## src/rtl/ysyx_23060072_wb_stage.sv

```systemverilog
// ysyx_23060072_wb_stage -- final pipeline stage and sole writer of the regfile write port.
//
// Purpose:
//   - Formats load data: byte/half/word lane select with sign or zero extension.
//   - Shares the single regfile write port between in-order pipeline results and late
//     multdiv completions. A one-entry pending buffer holds a multdiv result that arrives
//     while the pipeline is writing.
//   - Registers the write (1-cycle latency) and exposes it to decode/forwarding.
//
// Ports:
//   clk, rst_n        clock, asynchronous active-low reset
//   mem_*_i           MEM-stage slot: valid, rd write flag/address, result (or load
//                     address), load flag, lsu type (0=B,1=H,2=W), signed flag, raw load word
//   md_valid_i/md_waddr_i/md_result_i, md_ready_o
//                     multdiv completion handshake; md_ready_o is combinational
//   hold_flag_i       stall: no pipeline capture (pending/md writes continue)
//   clean_flag_i      flush: drop the pipeline slot (pending survives)
//   wb_flag_o/wb_reg_addr_o/wb_reg_data_o
//                     registered regfile write port
//   retire_o          one pulse per accepted pipeline instruction
//   minstret_o        64-bit retire counter, only with YSYX_23060072_WB_MINSTRET_EN defined
//
// Optional feature macro: YSYX_23060072_WB_MINSTRET_EN
module ysyx_23060072_wb_stage #(
    parameter int unsigned XLEN   = 32,
    parameter int unsigned REG_AW = 5
) (
    input  logic              clk,
    input  logic              rst_n,
    input  logic              mem_valid_i,
    input  logic              mem_wb_flag_i,
    input  logic [REG_AW-1:0] mem_waddr_i,
    input  logic [XLEN-1:0]   mem_result_i,
    input  logic              mem_load_flag_i,
    input  logic [1:0]        mem_lsu_type_i,
    input  logic              mem_lsu_signed_i,
    input  logic [XLEN-1:0]   mem_rdata_i,
    input  logic              md_valid_i,
    input  logic [REG_AW-1:0] md_waddr_i,
    input  logic [XLEN-1:0]   md_result_i,
    output logic              md_ready_o,
    input  logic              hold_flag_i,
    input  logic              clean_flag_i,
    output logic              wb_flag_o,
    output logic [REG_AW-1:0] wb_reg_addr_o,
    output logic [XLEN-1:0]   wb_reg_data_o,
`ifdef YSYX_23060072_WB_MINSTRET_EN
    output logic [63:0]       minstret_o,
`endif
    output logic              retire_o
);

    logic              pa;
    logic              pw;
    logic              md_acc;
    logic [XLEN-1:0]   load_data;
    logic [XLEN-1:0]   pipe_data;
    logic [7:0]        ld_byte;
    logic [15:0]       ld_half;

    logic              pend_valid_q, pend_valid_d;
    logic [REG_AW-1:0] pend_addr_q,  pend_addr_d;
    logic [XLEN-1:0]   pend_data_q,  pend_data_d;

    logic              wb_flag_d;
    logic [REG_AW-1:0] wb_addr_d;
    logic [XLEN-1:0]   wb_data_d;

    assign pa         = mem_valid_i & ~hold_flag_i & ~clean_flag_i;
    assign pw         = pa & mem_wb_flag_i & (mem_waddr_i != '0);
    assign md_ready_o = md_valid_i & ~pend_valid_q;
    assign md_acc     = md_ready_o;

    // Load lane select and extension; rdata is the aligned word containing the access.
    always_comb begin
        ld_byte   = 8'h00;
        ld_half   = 16'h0000;
        load_data = mem_rdata_i;
        unique case (mem_result_i[1:0])
            2'd0:    ld_byte = mem_rdata_i[7:0];
            2'd1:    ld_byte = mem_rdata_i[15:8];
            2'd2:    ld_byte = mem_rdata_i[23:16];
            default: ld_byte = mem_rdata_i[31:24];
        endcase
        ld_half = mem_result_i[1] ? mem_rdata_i[31:16] : mem_rdata_i[15:0];
        case (mem_lsu_type_i)
            2'd0: load_data = {{(XLEN-8){mem_lsu_signed_i & ld_byte[7]}}, ld_byte};
            2'd1: load_data = {{(XLEN-16){mem_lsu_signed_i & ld_half[15]}}, ld_half};
            default: load_data = mem_rdata_i;
        endcase
    end

    assign pipe_data = mem_load_flag_i ? load_data : mem_result_i;

    // Port arbitration: pipeline > pending > direct multdiv.
    always_comb begin
        pend_valid_d = pend_valid_q;
        pend_addr_d  = pend_addr_q;
        pend_data_d  = pend_data_q;
        wb_flag_d    = 1'b0;
        wb_addr_d    = wb_reg_addr_o;
        wb_data_d    = wb_reg_data_o;
        if (pw) begin
            wb_flag_d = 1'b1;
            wb_addr_d = mem_waddr_i;
            wb_data_d = pipe_data;
            // A younger pipeline write to the same rd makes the older multdiv result stale.
            if (pend_valid_q && pend_addr_q == mem_waddr_i) begin
                pend_valid_d = 1'b0;
            end
            if (md_acc && md_waddr_i != '0 && md_waddr_i != mem_waddr_i) begin
                pend_valid_d = 1'b1;
                pend_addr_d  = md_waddr_i;
                pend_data_d  = md_result_i;
            end
        end else if (pend_valid_q) begin
            wb_flag_d    = 1'b1;
            wb_addr_d    = pend_addr_q;
            wb_data_d    = pend_data_q;
            pend_valid_d = 1'b0;
        end else if (md_acc && md_waddr_i != '0) begin
            wb_flag_d = 1'b1;
            wb_addr_d = md_waddr_i;
            wb_data_d = md_result_i;
        end
    end

    always_ff @(posedge clk or negedge rst_n) begin
        if (!rst_n) begin
            pend_valid_q  <= 1'b0;
            pend_addr_q   <= '0;
            pend_data_q   <= '0;
            wb_flag_o     <= 1'b0;
            wb_reg_addr_o <= '0;
            wb_reg_data_o <= '0;
            retire_o      <= 1'b0;
        end else begin
            pend_valid_q  <= pend_valid_d;
            pend_addr_q   <= pend_addr_d;
            pend_data_q   <= pend_data_d;
            wb_flag_o     <= wb_flag_d;
            wb_reg_addr_o <= wb_addr_d;
            wb_reg_data_o <= wb_data_d;
            retire_o      <= pa;
        end
    end

`ifdef YSYX_23060072_WB_MINSTRET_EN
    always_ff @(posedge clk or negedge rst_n) begin
        if (!rst_n) begin
            minstret_o <= 64'd0;
        end else if (retire_o) begin
            minstret_o <= minstret_o + 64'd1;
        end
    end
`endif

endmodule

```

## config.mk

```make
export PLATFORM = sky130hd
export DESIGN_NAME = ysyx_23060072_wb_stage
export DESIGN_NICKNAME = d
export VERILOG_FILES = /design/src/rtl/ysyx_23060072_wb_stage.sv
export SDC_FILE = /design/constraint.sdc
export NUM_CORES = 1
export LEC_CHECK = 0
export CORE_MARGIN = 4
export CORE_UTILIZATION = 40
export DETAILED_ROUTE_END_ITERATION = 10
export GPL_TIMING_DRIVEN = 0
export PLACE_DENSITY_LB_ADDON = 0.12
export SKIP_LAST_GASP = 1
export SLEW_MARGIN = 30
export SYNTH_ARGS = -nofsm -noshare
export SYNTH_HDL_FRONTEND = slang
export SYNTH_SLANG_ARGS = --single-unit
```

## constraint.sdc

```tcl
create_clock -name clk -period 2.6 [get_ports clk]
set_clock_uncertainty 0.1 [all_clocks]
set_input_delay 0.78 -clock clk [delete_from_list [all_inputs] [get_ports clk]]
set_output_delay 0.78 -clock clk [all_outputs]
set_load 0.01 [all_outputs]
```

# Yosys cells after proc, flatten, opt, wreduce, memory -nomap -nowiden
# Index checks and enable logic that the tools add are counted.
totals:
  register_bits: 77
  latchBits: 0
  ramBits: 0
  mem_bits_ro: 0
  out_inout_bits: 40
  elab_cells: 48
  mem_count: 0
classes:
  add_sub_neg: 0
  mul: 0
  div: 0
  n_lt_le_gt_ge: 0
  n_eq_ne: 6
  n_shift: 0
  mux: 16
  bitwise_logic: 10
  reduce_logical: 9
op_table:
  columns: ["operator", "count"]
  rows:
  - ["32-bit 2-to-1 mux", 4]
  - ["32-bit case mux with 2 select lines", 1]
  - ["8-bit case mux with 3 select lines", 1]
  - ["16-bit 2-to-1 mux", 1]
  - ["5-bit 2-to-1 mux", 3]
  - ["5-bit nonzero test", 2]
  - ["1-bit bitwise AND", 7]
  - ["1-bit 2-to-1 mux", 6]
  - ["5-bit equality test", 1]
  - ["5-bit != test", 1]
  - ["2-bit by 1-bit equality test with 1-bit output (second input constant)", 2]
  - ["2-bit zero test", 2]
  - ["1-bit logical AND", 3]
  - ["3-bit by 1-bit != test with 1-bit output (second input constant)", 1]
  - ["1-bit inverter", 3]
  - ["3-bit nonzero test", 1]
  - ["2-bit equality test (second input constant)", 1]
  - ["2-bit AND reduction", 1]

# Longest topological paths before layout
logic_depth:
  word_depth: 6
  depth_mapped: 9

# Worst setup path after synthesis
# OpenSTA, ideal clock, no wires.
synth_timing:
  kind: "input to register"
  from: "input mem_result_i[1]"
  to: "register wb_reg_data_o[20]"
  setup_ns: 0.124
  arrival_ns: 2.312
  path_slack_ns: 0.064
  cell_stages: 7
  n_path_buf: 2
  path_cell_list: "buf_2 > mux4_2 > nor2b_4 > a311oi_4 > buf_6 > a211o_1 > a21oi_1"
synth_between:
  elab_chain_cells: 6
  word_cells_on_any_way: 10
  cone_classes: "eq/ne (2); mux (5); bitwise (2); reduce/logical (1)"
synth_lines:
  columns: ["item", "line", "source"]
  rows:
  - ["start: declaration", "33", "input logic [XLEN-1:0] mem_result_i,"]
  - ["2-bit equality test, or another cell as far along", "79", "unique case (mem_result_i[1:0])"]
  - ["8-bit case mux with 3 select lines", "79", null]
  - ["1-bit bitwise AND", "87", "2'd0: load_data = {{(XLEN-8){mem_lsu_signed_i & ld_byte[7]}}, ld_byte};"]
  - ["32-bit case mux with 2 select lines (*)", "86", "case (mem_lsu_type_i)"]
  - ["32-bit 2-to-1 mux (*)", "93", "assign pipe_data = mem_load_flag_i ? load_data : mem_result_i;"]
  - ["32-bit 2-to-1 mux (*)", "103", "if (pw) begin"]
  - ["end signal: assignment", "143", "wb_reg_data_o <= wb_data_d;"]
  - ["end: declaration", "46", "output logic [XLEN-1:0] wb_reg_data_o,"]
# Every way passes the cells marked *; elsewhere a longest branch is shown, timed or not.
# A chain may end at the register's enable or synchronous reset.

# Final worst setup path
layout_timing:
  from: "input mem_wb_flag_i"
  to: "register wb_reg_data_o[4]"
layout_between:
  elab_chain_cells: 3
  word_cells_on_any_way: 4
  cone_classes: "mux (1); bitwise (2); reduce/logical (1)"
layout_lines:
  columns: ["item", "line", "source"]
  rows:
  - ["start: declaration", "31", "input logic mem_wb_flag_i,"]
  - ["1-bit bitwise AND (*) (2 in a row)", "70", "assign pw = pa & mem_wb_flag_i & (mem_waddr_i != '0);"]
  - ["3-bit nonzero test (no source line) or 32-bit 2-to-1 mux (tied branches)", null, null]
# Marked as above.

==> flow_results.org <==
** Timing
- Setup violations remaining at the end of the flow were counted as 0.
- Slew at the pin closest to its max-slew limit :: 0.552 ns
- Clock period minus final worst setup slack :: between 2 and 3 ns
- Measured against its own limit, the worst slew margin works out to 63.2%.
- Setup slack on the critical path of the routed design comes to ~0.016 ns.
- Setup repair after global routing missed its margin :: false
- The final count of pins violating max slew is 0.
- Endpoints failing hold :: 0
- Final critical-path share of the clock period :: 99.4%
- Based on the critical path, the design can be clocked at up to ~390 MHz.

** Route
- After detailed routing, the average wire length per cell comes to between 20 and 25 um.
- Count of nets left with antenna violations after detail routing :: 0
- Violation count after the first detailed-routing iteration :: 478
- Number of design rule violations left after detail routing :: 0
- The first detailed-routing pass ran for 5 iterations.
- After detailed routing, the number of vias per cell comes to approximately 6.
- Summed over all layers, the routed wires come to 16,700 um.
- Vias post-DR :: ~5,000

** Setup path
- Largest stage delay, worst path :: 0.44 ns
- The critical path is of the in -> reg type.
- STA puts the critical path data required time at 2.69 ns.
- Master of the slowest instance on the critical path :: sky130_fd_sc_hd__clkdlybuf4s50_1
- Cell-by-cell listing of the critical path :: clkdlybuf4s50_1 -> nor4bb_1 -> clkbuf_4 -> buf_4 -> o21ai_4 -> buf_4 -> a221oi_1 -> o21ai_0
- Critical Path Fanout Max :: 10
- In this design, the largest share of critical-path delay is due to buffers and inverters.
- Critical Path Start Type :: input port
- WP data arrival :: 2.68 ns
- The most numerous cell type found on the critical path is sky130_fd_sc_hd__buf_4.
- The worst setup path is captured at a flop.
- Total buffers and inverters traversed by the critical path :: 4

** Cells and area
- After the flow finishes, the layout carries non-filler instances totaling 808.
- Share of final-layout standard cells stronger than drive strength 1 :: about 16%
- Registers take around 1900 um^2.
- After the last flow step, the layout net total stands at 781.
- After filler insertion, the fill cell instance count of the layout stands at 1,002.
- Total area of multi-input combinational cells :: 2500 um^2
- # diodes :: 0
- Total non-filler cell area in the finished layout :: 6820 um^2
- Compared with the post-synthesis result, the final layout area differs by 47.6%.

** Floorplanning
- After floorplanning, the core was sized to cover 11,100 um^2.
- Placement Rows :: 38
- Floorplan die width :: 115 um
- The die is 115 um tall.
- I/O pins :: between 150 and 200
- Area of the die :: 13,300 um^2
- Starting density of the core :: 41.7%

** Global route
- Entering global routing, the biggest net connects 51 pins.
- Summed over all layers, the global routing overflow is 0.
- The first global-routing pass estimated 25,600 um of wire.
- GR Util All Layers :: 25.0%
- The number of global-route vias before repair was 4,655.
- Initial antenna violation count :: 0

** Synthesis
- Post-Synthesis Net Count :: 605
- Ranking of synthesized cells by instance count :: 77 x sky130_fd_sc_hd__dfrtp_1, 45 x sky130_fd_sc_hd__o21ai_0, 40 x sky130_fd_sc_hd__mux2_2
- Sequential element share of the synthesized area :: 41.7%
- The most used flip-flop cell after synthesis is sky130_fd_sc_hd__dfrtp_1.
- Yosys top cell by area :: sky130_fd_sc_hd__dfrtp_1
- Count of synthesis-stage warnings from yosys :: 0
- Ranked by total cell area, the synthesized netlist is headed by sky130_fd_sc_hd__dfrtp_1 42%, sky130_fd_sc_hd__mux2_2 9.8%, sky130_fd_sc_hd__o21ai_0 4.9%.
- Number of distinct library cell variants in the gate-level netlist after synthesis :: 48
- Yosys mapped a number of flops with a built-in enable equal to 0.
- Share of flip-flops with an asynchronous set or reset after synthesis :: 100%
- By instance count, the leading cell after synthesis is sky130_fd_sc_hd__dfrtp_1.
- The top cell type by area accounts for 41.7% of the synthesized area.
- In this run, synthesis produced a sequential element count of between 70 and 80.
- Post-Synthesis Cell Area :: 4620 um^2
- Average footprint of a synthesized cell :: 9.46 um^2
- Cells after synthesis :: 488

** Status
- The run finished with clean final reports.

** Placement
- Once placement completed, the tool counted placed cells totaling 781.
- Port buffering added 152 buffers.
- Placed standard-cell area :: roughly 6300 um^2
- Final RePlAce weighted congestion :: 0.908
- At the placement stage, the worst setup path has a slack of -0.671 ns.
- The HPWL after detailed placement is 12,400 um.

** Clock network
- The number of clock buffers added by TritonCTS is 9.
- Clock-pin slew was measured on the worst setup and hold paths at 0.06 ns.
- TritonCTS built the clock tree.
- Root buffer selected by CTS :: sky130_fd_sc_hd__clkbuf_16
- Counting along the longest clock path gives a buffer depth of 2.
- H-tree level count :: 3
- Insertion delay to the later sink of the worst-skew pair :: 0.33 ns
- Hold repair after CTS inserted 0 buffers.
- CTS saw 77 sinks.

** Pwr
- Largest voltage drop on the vdd net :: 391 uV
- For this design the static power due to leakage is 2.80 nW.
- The completed layout was analyzed and its total power is 3.77 mW.
- Power density cells :: 554 nW/um^2

** Min path
- In this run the worst hold path is classified as in -> async.

** Job
- The tool flagged a number of max-cap violations equal to 0.
## final timing paths
kind / startpoint / endpoint / slack, ns / cells past startpoint
min reg2reg: wb_reg_data_o[3] / wb_reg_data_o[3] / 0.39 / 2
max in group asynchronous: rst_n / wb_reg_data_o[18] / 1.55 / 2
max reg2reg: pend_valid_q / wb_reg_data_o[6] / 0.51 / 4
max: mem_wb_flag_i / wb_reg_data_o[4] / 0.02 / 8
min in group clk: wb_reg_data_o[3] / wb_reg_data_o[3] / 0.39 / 2
min: rst_n / pend_data_q[14] / 0.27 / 1
## per-layer routing
metal	part of all wire (%)	GRT usage, %	vias up
li1	-	-	2201
met3	8.5	4.96	25
met1	42	34.9	2418
met4	1.6	6.57	0
met2	48	39.9	217
met5	0	0	-
## cells in the final DEF, fill, tap and decap left out, types with 9 or more instances in the layout
master | netlist | routed
sky130_fd_sc_hd__clkdlybuf4s50_1 | 0 | 138
sky130_fd_sc_hd__dfrtp_1 | 77 | 77
sky130_fd_sc_hd__o21ai_0 | 45 | 43
sky130_fd_sc_hd__mux2_2 | 40 | 40
sky130_fd_sc_hd__nand2_1 | 34 | 34
sky130_fd_sc_hd__a21oi_1 | 30 | 29
sky130_fd_sc_hd__clkbuf_1 | 32 | 25
sky130_fd_sc_hd__nor2_1 | 23 | 22
sky130_fd_sc_hd__nor3_1 | 19 | 19
sky130_fd_sc_hd__a22o_1 | 19 | 19
sky130_fd_sc_hd__o211ai_1 | 17 | 17
sky130_fd_sc_hd__nand3_1 | 17 | 17
sky130_fd_sc_hd__a211o_1 | 16 | 16
sky130_fd_sc_hd__or3_1 | 17 | 16
sky130_fd_sc_hd__buf_4 | 2 | 15
sky130_fd_sc_hd__o221ai_1 | 9 | 9
sky130_fd_sc_hd__clkbuf_16 | 0 | 9
## power by group
part           leakage, nW  internal [mW]  switching, mW
logic                 1.74          0.571          0.430
clock network        0.138          0.733          0.491
registers            0.921           1.42          0.126
## through the flow
stage               TNS, ns  hold slack [ns]  utilization (%)
floorplan                 0            0.371                -
global placement    -203.70            0.367             57.0
detailed placement   -43.63            0.379             57.2
CTS                       0            0.281             60.8
global route              0            0.293             61.5
finish                    0            0.270             61.5
## cells by family after synthesis
logic type | after synthesis | share of synthesized area (%)
and+or+nand+nor | 125 | 13.5
AOI/OAI and AO/OA | 179 | 26.6
muxes | 46 | 11.3
DFF | 77 | 41.7
xor gates and xnor gates | 10 | 1.90
buffers and inverters | 51 | 4.96
## flip-flops by register name, indices dropped and copies added, names as in the netlist
signal and flops:
pend_addr_q 5, pend_data_q 32, pend_valid_q 1, retire_o 1, wb_flag_o 1, wb_reg_addr_o 5
wb_reg_data_o 32
## final cells by class
cell class              instances  area share (%)
plain buffers                  44            3.58
clock buffers                  10            3.36
clock inverters                 5           0.771
inverters                       6           0.330
multi-input cells             360            36.7
flip-flops and latches         77            28.3
well taps                     140            2.57
repair buffers                166            24.4
## what timing repair did
item	4_1_cts	5_1_grt
buffers inserted	8	4
pin swaps	2	4
gates cloned	1	0
gates resized for setup	30	21
endpoints found under the setup margin	75	50
Power figures use the tool's default switching activity.
